### src/rtl/vga_console_pkg.sv
// Shared types and constants for the VGA text-console write controller.
package vga_console_pkg;

  localparam int unsigned ADDR_W    = 12;
  localparam int unsigned ROW_W     = 5;
  localparam int unsigned COL_W     = 7;
  localparam int unsigned DATA_W    = 8;
  localparam int unsigned CNT_W     = 8;
  localparam int unsigned PHYS_ROWS = 32;

  localparam logic [DATA_W-1:0] CH_BS       = 8'h08;
  localparam logic [DATA_W-1:0] CH_LF       = 8'h0A;
  localparam logic [DATA_W-1:0] CH_FF       = 8'h0C;
  localparam logic [DATA_W-1:0] CH_CR       = 8'h0D;
  localparam logic [DATA_W-1:0] CH_SP       = 8'h20;
  localparam logic [DATA_W-1:0] CH_PRINT_LO = 8'h20;
  localparam logic [DATA_W-1:0] CH_PRINT_HI = 8'h7E;

  typedef enum logic [1:0] {
    IDLE     = 2'd0,
    PUT      = 2'd1,
    CLR_LINE = 2'd2,
    CLR_ALL  = 2'd3
  } state_e;

  function automatic logic is_printable(input logic [DATA_W-1:0] c);
    return (c >= CH_PRINT_LO) && (c <= CH_PRINT_HI);
  endfunction

endpackage

### src/rtl/vga_console_ctrl_if.sv
// CPU byte stream, VRAM write port and console status bundled as one port.
interface vga_console_ctrl_if;
  import vga_console_pkg::*;

  logic              in_valid;
  logic [DATA_W-1:0] in_char;
  logic              in_ready;
  logic              wr_en;
  logic [ADDR_W-1:0] wr_addr;
  logic [DATA_W-1:0] wr_data;
  logic [ROW_W-1:0]  top_row;
  logic [ROW_W-1:0]  cursor_row;
  logic [COL_W-1:0]  cursor_col;
  logic              busy;

  modport master (
    output in_valid, in_char,
    input  in_ready, wr_en, wr_addr, wr_data, top_row, cursor_row, cursor_col, busy
  );

  modport slave (
    input  in_valid, in_char,
    output in_ready, wr_en, wr_addr, wr_data, top_row, cursor_row, cursor_col, busy
  );

endinterface

### src/rtl/vga_console_ctrl.sv
// Text-console write controller: cursor tracking, control codes, VRAM byte
// writes and hardware scroll via a top-row offset with pre-visible line clear.
module vga_console_ctrl
  import vga_console_pkg::*;
#(
  parameter int unsigned COLS           = 70,
  parameter int unsigned ROWS           = 30,
  parameter int unsigned ROW_STRIDE_LG2 = 7
) (
  input  logic              clk,
  input  logic              reset,
  vga_console_ctrl_if.slave bus
);

  localparam logic [COL_W-1:0] LAST_COL   = COL_W'(COLS - 1);
  localparam logic [ROW_W-1:0] LAST_ROW   = ROW_W'(ROWS - 1);
  localparam logic [ROW_W-1:0] SCROLL_OFS = ROW_W'(ROWS);
  localparam logic [ROW_W-1:0] LAST_PHYS  = ROW_W'(PHYS_ROWS - 1);
  localparam logic [CNT_W-1:0] COLS_CNT   = CNT_W'(COLS);

  state_e state, state_nxt;

  logic              wr_en_q,   wr_en_nxt;
  logic [ADDR_W-1:0] wr_addr_q, wr_addr_nxt;
  logic [DATA_W-1:0] wr_data_q, wr_data_nxt;
  logic [ROW_W-1:0]  top_q,     top_nxt;
  logic [ROW_W-1:0]  row_q,     row_nxt;
  logic [COL_W-1:0]  col_q,     col_nxt;
  logic [ROW_W-1:0]  clr_row_q, clr_row_nxt;
  logic [CNT_W-1:0]  clr_col_q, clr_col_nxt;
  logic              scroll_q,  scroll_nxt;

  function automatic logic [ADDR_W-1:0] addr_of(input logic [ROW_W-1:0] r,
                                                input logic [COL_W-1:0] c);
    return (ADDR_W'(r) << ROW_STRIDE_LG2) | ADDR_W'(c);
  endfunction

  logic             accept;
  logic             is_print, is_cr, is_lf, is_bs, is_ff;
  logic             at_last_row, at_home;
  logic [ROW_W-1:0] cur_phys, prev_phys, scroll_phys;

  assign accept      = bus.in_valid && (state == IDLE);
  assign is_print    = is_printable(bus.in_char);
  assign is_cr       = (bus.in_char == CH_CR);
  assign is_lf       = (bus.in_char == CH_LF);
  assign is_bs       = (bus.in_char == CH_BS);
  assign is_ff       = (bus.in_char == CH_FF);
  assign at_last_row = (row_q == LAST_ROW);
  assign at_home     = (row_q == '0) && (col_q == '0);
  assign cur_phys    = ROW_W'(top_q + row_q);
  assign prev_phys   = ROW_W'(top_q + row_q - ROW_W'(1));
  // The row just below the visible window; cleared before it scrolls in.
  assign scroll_phys = ROW_W'(top_q + SCROLL_OFS);

  always_ff @(posedge clk or posedge reset) begin
    if (reset) state <= IDLE;
    else       state <= state_nxt;
  end

  always_comb begin
    state_nxt = state;
    unique case (state)
      IDLE: begin
        if (accept) begin
          if (is_print)                 state_nxt = PUT;
          else if (is_lf && at_last_row) state_nxt = CLR_LINE;
          else if (is_bs && !at_home)    state_nxt = PUT;
          else if (is_ff)                state_nxt = CLR_ALL;
        end
      end
      PUT:      state_nxt = scroll_q ? CLR_LINE : IDLE;
      // wr_en_q low marks the bookkeeping cycle after the last clear write.
      CLR_LINE: if (!wr_en_q) state_nxt = IDLE;
      CLR_ALL:  if (!wr_en_q) state_nxt = IDLE;
      default:  state_nxt = IDLE;
    endcase
  end

  always_comb begin
    wr_en_nxt   = 1'b0;
    wr_addr_nxt = wr_addr_q;
    wr_data_nxt = wr_data_q;
    top_nxt     = top_q;
    row_nxt     = row_q;
    col_nxt     = col_q;
    clr_row_nxt = clr_row_q;
    clr_col_nxt = clr_col_q;
    scroll_nxt  = scroll_q;
    unique case (state)
      IDLE: begin
        if (accept) begin
          if (is_print) begin
            wr_en_nxt   = 1'b1;
            wr_addr_nxt = addr_of(cur_phys, col_q);
            wr_data_nxt = bus.in_char;
            if (col_q != LAST_COL) begin
              col_nxt = col_q + COL_W'(1);
            end else begin
              col_nxt = '0;
              if (!at_last_row) row_nxt = row_q + ROW_W'(1);
              else              scroll_nxt = 1'b1;
            end
          end else if (is_cr) begin
            col_nxt = '0;
          end else if (is_lf) begin
            col_nxt = '0;
            if (!at_last_row) begin
              row_nxt = row_q + ROW_W'(1);
            end else begin
              wr_en_nxt   = 1'b1;
              wr_addr_nxt = addr_of(scroll_phys, '0);
              wr_data_nxt = CH_SP;
              clr_col_nxt = CNT_W'(1);
            end
          end else if (is_bs) begin
            if (col_q != '0) begin
              col_nxt     = col_q - COL_W'(1);
              wr_en_nxt   = 1'b1;
              wr_addr_nxt = addr_of(cur_phys, col_q - COL_W'(1));
              wr_data_nxt = CH_SP;
            end else if (row_q != '0) begin
              row_nxt     = row_q - ROW_W'(1);
              col_nxt     = LAST_COL;
              wr_en_nxt   = 1'b1;
              wr_addr_nxt = addr_of(prev_phys, LAST_COL);
              wr_data_nxt = CH_SP;
            end
          end else if (is_ff) begin
            wr_en_nxt   = 1'b1;
            wr_addr_nxt = addr_of('0, '0);
            wr_data_nxt = CH_SP;
            clr_row_nxt = '0;
            clr_col_nxt = CNT_W'(1);
          end
        end
      end
      PUT: begin
        scroll_nxt = 1'b0;
        if (scroll_q) begin
          wr_en_nxt   = 1'b1;
          wr_addr_nxt = addr_of(scroll_phys, '0);
          wr_data_nxt = CH_SP;
          clr_col_nxt = CNT_W'(1);
        end
      end
      CLR_LINE: begin
        if (wr_en_q) begin
          if (clr_col_q != COLS_CNT) begin
            wr_en_nxt   = 1'b1;
            wr_addr_nxt = addr_of(scroll_phys, COL_W'(clr_col_q));
            clr_col_nxt = clr_col_q + CNT_W'(1);
          end
        end else begin
          top_nxt = top_q + ROW_W'(1);
        end
      end
      CLR_ALL: begin
        if (wr_en_q) begin
          if (clr_col_q != COLS_CNT) begin
            wr_en_nxt   = 1'b1;
            wr_addr_nxt = addr_of(clr_row_q, COL_W'(clr_col_q));
            clr_col_nxt = clr_col_q + CNT_W'(1);
          end else if (clr_row_q != LAST_PHYS) begin
            wr_en_nxt   = 1'b1;
            wr_addr_nxt = addr_of(clr_row_q + ROW_W'(1), '0);
            clr_row_nxt = clr_row_q + ROW_W'(1);
            clr_col_nxt = CNT_W'(1);
          end
        end else begin
          top_nxt = '0;
          row_nxt = '0;
          col_nxt = '0;
        end
      end
      default: ;
    endcase
  end

  always_ff @(posedge clk or posedge reset) begin
    if (reset) begin
      wr_en_q   <= 1'b0;
      wr_addr_q <= '0;
      wr_data_q <= '0;
      top_q     <= '0;
      row_q     <= '0;
      col_q     <= '0;
      clr_row_q <= '0;
      clr_col_q <= '0;
      scroll_q  <= 1'b0;
    end else begin
      wr_en_q   <= wr_en_nxt;
      wr_addr_q <= wr_addr_nxt;
      wr_data_q <= wr_data_nxt;
      top_q     <= top_nxt;
      row_q     <= row_nxt;
      col_q     <= col_nxt;
      clr_row_q <= clr_row_nxt;
      clr_col_q <= clr_col_nxt;
      scroll_q  <= scroll_nxt;
    end
  end

  assign bus.in_ready   = (state == IDLE);
  assign bus.busy       = (state != IDLE);
  assign bus.wr_en      = wr_en_q;
  assign bus.wr_addr    = wr_addr_q;
  assign bus.wr_data    = wr_data_q;
  assign bus.top_row    = top_q;
  assign bus.cursor_row = row_q;
  assign bus.cursor_col = col_q;

endmodule

### src/flat_wrapper.sv
// flat-port wrapper written by rule: the top's interface ports become plain ports
module vga_console_ctrl_flat import vga_console_pkg::*;
#(
  parameter int unsigned COLS           = 70,
  parameter int unsigned ROWS           = 30,
  parameter int unsigned ROW_STRIDE_LG2 = 7
)
  (clk, reset, bus_in_valid, bus_in_char, bus_in_ready, bus_wr_en, bus_wr_addr, bus_wr_data, bus_top_row, bus_cursor_row, bus_cursor_col, bus_busy);
  vga_console_ctrl_if bus_i ();
  input  logic clk;
  input  logic reset;
  input wire logic [$bits(bus_i.in_valid)-1:0] bus_in_valid;
  input wire logic [$bits(bus_i.in_char)-1:0] bus_in_char;
  output wire logic [$bits(bus_i.in_ready)-1:0] bus_in_ready;
  output wire logic [$bits(bus_i.wr_en)-1:0] bus_wr_en;
  output wire logic [$bits(bus_i.wr_addr)-1:0] bus_wr_addr;
  output wire logic [$bits(bus_i.wr_data)-1:0] bus_wr_data;
  output wire logic [$bits(bus_i.top_row)-1:0] bus_top_row;
  output wire logic [$bits(bus_i.cursor_row)-1:0] bus_cursor_row;
  output wire logic [$bits(bus_i.cursor_col)-1:0] bus_cursor_col;
  output wire logic [$bits(bus_i.busy)-1:0] bus_busy;
  assign bus_i.in_valid = bus_in_valid;
  assign bus_i.in_char = bus_in_char;
  assign bus_in_ready = bus_i.in_ready;
  assign bus_wr_en = bus_i.wr_en;
  assign bus_wr_addr = bus_i.wr_addr;
  assign bus_wr_data = bus_i.wr_data;
  assign bus_top_row = bus_i.top_row;
  assign bus_cursor_row = bus_i.cursor_row;
  assign bus_cursor_col = bus_i.cursor_col;
  assign bus_busy = bus_i.busy;
  vga_console_ctrl #(.COLS(COLS), .ROWS(ROWS), .ROW_STRIDE_LG2(ROW_STRIDE_LG2)) u_core (.clk(clk), .reset(reset), .bus(bus_i));
endmodule
### config.mk
export PLATFORM = sky130hd
export DESIGN_NAME = vga_console_ctrl_flat
export DESIGN_NICKNAME = d
export VERILOG_FILES = /design/src/rtl/vga_console_pkg.sv /design/src/rtl/vga_console_ctrl_if.sv /design/src/rtl/vga_console_ctrl.sv /design/src/flat_wrapper.sv
export SDC_FILE = /design/constraint.sdc
export NUM_CORES = 1
export LEC_CHECK = 0
export ABC_CLOCK_PERIOD_IN_PS = 8200
export CAP_MARGIN = 15
export CORE_MARGIN = 1
export CORE_UTILIZATION = 55
export CTS_CLUSTER_SIZE = 20
export DETAILED_ROUTE_END_ITERATION = 10
export PLACE_DENSITY = 0.76
export SYNTH_ARGS = -nofsm -noshare
export SYNTH_HDL_FRONTEND = slang
export SYNTH_SLANG_ARGS = --single-unit
### constraint.sdc
create_clock -name clk -period 8.2 [get_ports clk]
set_clock_uncertainty 0.1 [all_clocks]
set_input_delay 1.64 -clock clk [delete_from_list [all_inputs] [get_ports clk]]
set_output_delay 1.64 -clock clk [all_outputs]
set_load 0.03 [all_outputs]
==> metrics.yaml <==
clocking:
  cts_tree: "done"
  cts_buffers: 5
  hold_buffers: 0
  cts.sinks: 54
  clk_latency_ns: 0.31
  cts.path.max_buffers: 2
  cts.clk_slew.worst_paths_ns: 0.09
  cts_max_level: 2
  cts-root-buf: "clkbuf_8"
  ctsResizeCount: 0
  post_cts.repair.setup_buffers: 0
finish:
  layout-drive-gt1-share: 0.0867
  diodes: 0
  syn2layout_area_growth_pct: 14.3
  finalCoreUtilization: 0.664
  fin_nets: 554
  n_fill_cell: 625
power:
  ir_drop_mv: 0.209
  total_power_mw: 1.96
  power_density_nw_per_um2: 400
  seqPwrFrac: 0.260
  clkPwrFrac: 0.092
  power_frac_comb: 0.648
  p_switching_uw: 963
  swShare: 0.492
  p_int_uw: 994
  leakage_nw: 2.04
outcome:
  status: "completed"
die:
  io_pins: 51
  core_area_um2: 7370
  rows: 31
  start_util: 0.581
  dieArea_um2: 8140
  dieHeight_um: 90.2
  die_w_um: 90.2
logic_synthesis:
  ys_warn_count: 0
  async_flop_share: 1.00
  synth_top_family_by_area: "simple AND/OR/NAND/NOR gates"
  synth_nets: 522
  synth_compound_area_frac: 0.215
  synth_edf_count: 0
  synth_fa_ha_area_frac: 0.0749
  synthSimpleGateAreaFrac: 0.216
  netlist_instances: 486
  synth_top_area_cell: "dfrtp_1"
  yosysTopAreaCellShare: 0.316
  synthMuxAreaShare: 0.0772
  ys_ff_latch: 54
  synthTopCellsByArea: "dfrtp_1, ha_1, o21ai_0, nand2_1, mux2_4"
  synth_area_per_cell_um2: 8.80
  synthXorXnorAreaFrac: 0.0409
  synth.yosys.seq_area_share: 0.316
  yosysMostFrequentCell: "dfrtp_1"
  netlist_area_um2: 4280
  synth_ff_type: "dfrtp_1"
  yosys-top-cells-count: "dfrtp_1, o21ai_0, nand2_1"
  yosysUniqueCellTypes: 72
setup_path:
  crit_path_end_kind: "flip-flop"
  critPathLaunchType: "input pin"
  critical_path_class: "in2reg"
  r2r-end: "u_core.bus.wr_addr[0]"
  worstPathArrival_ns: 4.92
  crit_fanout: 18
  reg2reg_depth: 7
  r2r_slack_ns: 4.86
  cp_data_required_time_ns: 8.30
  r2r_start: "u_core.bus.cursor_row[1]"
grt:
  grt_pass1_vias: 3615
  gr-total-overflow: 0
  antenna_found_initial: 0
  grt_usage: 0.283
  grt_pass1_wl_mm: 18.5
  grt_start_max_net_pins: 55
routing:
  drt.antenna.violating_nets: 0
  viasPerCell: 6.31
  dr.pass1.iters: 5
  wl_per_cell_um: 18.1
  drt_iter0_drc: 281
  vias: 3901
  drc: 0
  wl_mm: 11.2
sta:
  tns_ns: 0
  min_period_ns: 4.82
  grt_setup_unrepaired: "no"
  report.final.slew_viol_count: 0
  post-route-period-util: 0.588
  tightestPinTransition_ns: 1.00
  clock.fmax_mhz: 207
  slew-limit-headroom: 0.334
  setup_viol: 0
  holdWs_ns: 0.416
  hold_viol_final: 0
placement:
  hpwlAfterDp_mm: 7.98
  place.gp.congestion: 0.932
  placement.io_buffers: 50
min_path:
  min_from: "u_core.bus.wr_data[2]"
  hold_path_class: "reg2reg"
  min_path_cells: 2
  holdPathEnd: "u_core.bus.wr_data[2]"
job:
  drv_cap: 0
metal layers:
metal	GRT usage	share of wire	routed length (um)	vias to the layer above
met1	0.387	0.44	4950	1876
met3	0.0338	0.054	606	27
li1	-	-	-	1849
met4	0.0927	0.024	264	0
met5	0	0	0	-
met2	0.466	0.48	5360	149
placed cells by master (no fill, tap or decap), drive strengths merged, types with 3 or more instances in the layout:
| cell type | count |
|---|---|
| or2 | 3 |
| o31ai | 4 |
| nand4 | 6 |
| nand3b | 4 |
| clkbuf | 6 |
| a2bb2oi | 3 |
| nor3b | 5 |
| nor2b | 6 |
| nand2b | 6 |
| inv | 28 |
| clkdlybuf4s50 | 50 |
| a221o | 3 |
| a21oi | 27 |
| nor2 | 30 |
| o221ai | 5 |
| buf | 4 |
| nand3 | 15 |
| or4 | 3 |
| a31oi | 6 |
| ha | 24 |
| xnor2 | 12 |
| a221oi | 3 |
| xor2 | 8 |
| mux2i | 9 |
| mux2 | 18 |
| and3 | 7 |
| and2 | 4 |
| a22oi | 4 |
| nand2 | 43 |
| o21ai | 45 |
| nor3 | 16 |
| nor4 | 8 |
| o2bb2ai | 3 |
| a21o | 6 |
| dfrtp | 54 |
| o22ai | 4 |
worst max-delay path: stages:
cell             delay, ns
clkdlybuf4s50_1       0.68
and4_1                0.39
a41oi_2               0.73
a2111oi_2             0.15
a311oi_4              0.91
mux2_2                0.41
through the flow:
| stage | area (um^2) | instances | setup slack (ns) |
|---|---|---|---|
| after floorplan | 4280 | 486 | 4.46 |
| after global placement | 4780 | 610 | 3.21 |
| after detailed placement | 4780 | 610 | 3.07 |
| after CTS | 4890 | 618 | 3.41 |
| after global routing | 4890 | 618 | 3.23 |
| final | 4890 | 618 | 3.38 |
power groups by stage:
stage	clock network [mW]	registers [mW]	logic [mW]
after floorplan	0	0.588	0.833
after global placement	0	0.506	1.23
after detailed placement	0	0.510	1.25
after CTS	0.185	0.506	1.26
after global routing	0.192	0.527	1.37
final	0.180	0.509	1.27
state kept, by name, indices dropped and copies added (netlist names), 2 cells and up:
name and cells:
u_core.bus.top_row 5, u_core.state 2, u_core.clr_col_q 8, u_core.bus.cursor_row 5, u_core.bus.wr_data 8, u_core.bus.cursor_col 7, u_core.clr_row_q 5, u_core.bus.wr_addr 12
area by class of cell:
class	count	area [um^2]	area share
repair buffers	54	531	0.108
clock inverters	2	37.5	0.00767
multi-input cells	375	2670	0.546
well taps	99	124	0.0253
inverters	28	105	0.0215
flip-flops and latches	54	1350	0.276
clock buffers	6	72.6	0.0148
kinds of logic (layout without fill, tap and decap cells):
| kind of cell | count (synthesis) | after routing |
|---|---|---|
| AND/OR/NAND/NOR | 167 | 167 |
| XOR/XNOR | 20 | 20 |
| multiplexers | 27 | 27 |
| flip-flops | 54 | 54 |
| adder cells (fa/ha/maj) | 25 | 25 |
| AO/OA/AOI/OAI | 136 | 136 |
| buffers and inverters | 57 | 90 |
how the worst max path moves through the flow:
stage | start | end | depth (start not counted)
2_1_floorplan | bus_in_char[4] | u_core.bus.wr_addr[10] | 7
3_3_place_gp | bus_in_char[1] | u_core.bus.wr_addr[0] | 6
3_5_place_dp | bus_in_char[1] | u_core.bus.wr_addr[0] | 6
4_1_cts | bus_in_char[1] | u_core.bus.wr_addr[0] | 6
5_1_grt | bus_in_char[1] | u_core.bus.wr_addr[11] | 6
6_report | bus_in_char[1] | u_core.bus.wr_addr[0] | 6
(Power assumes the default switching activity.)
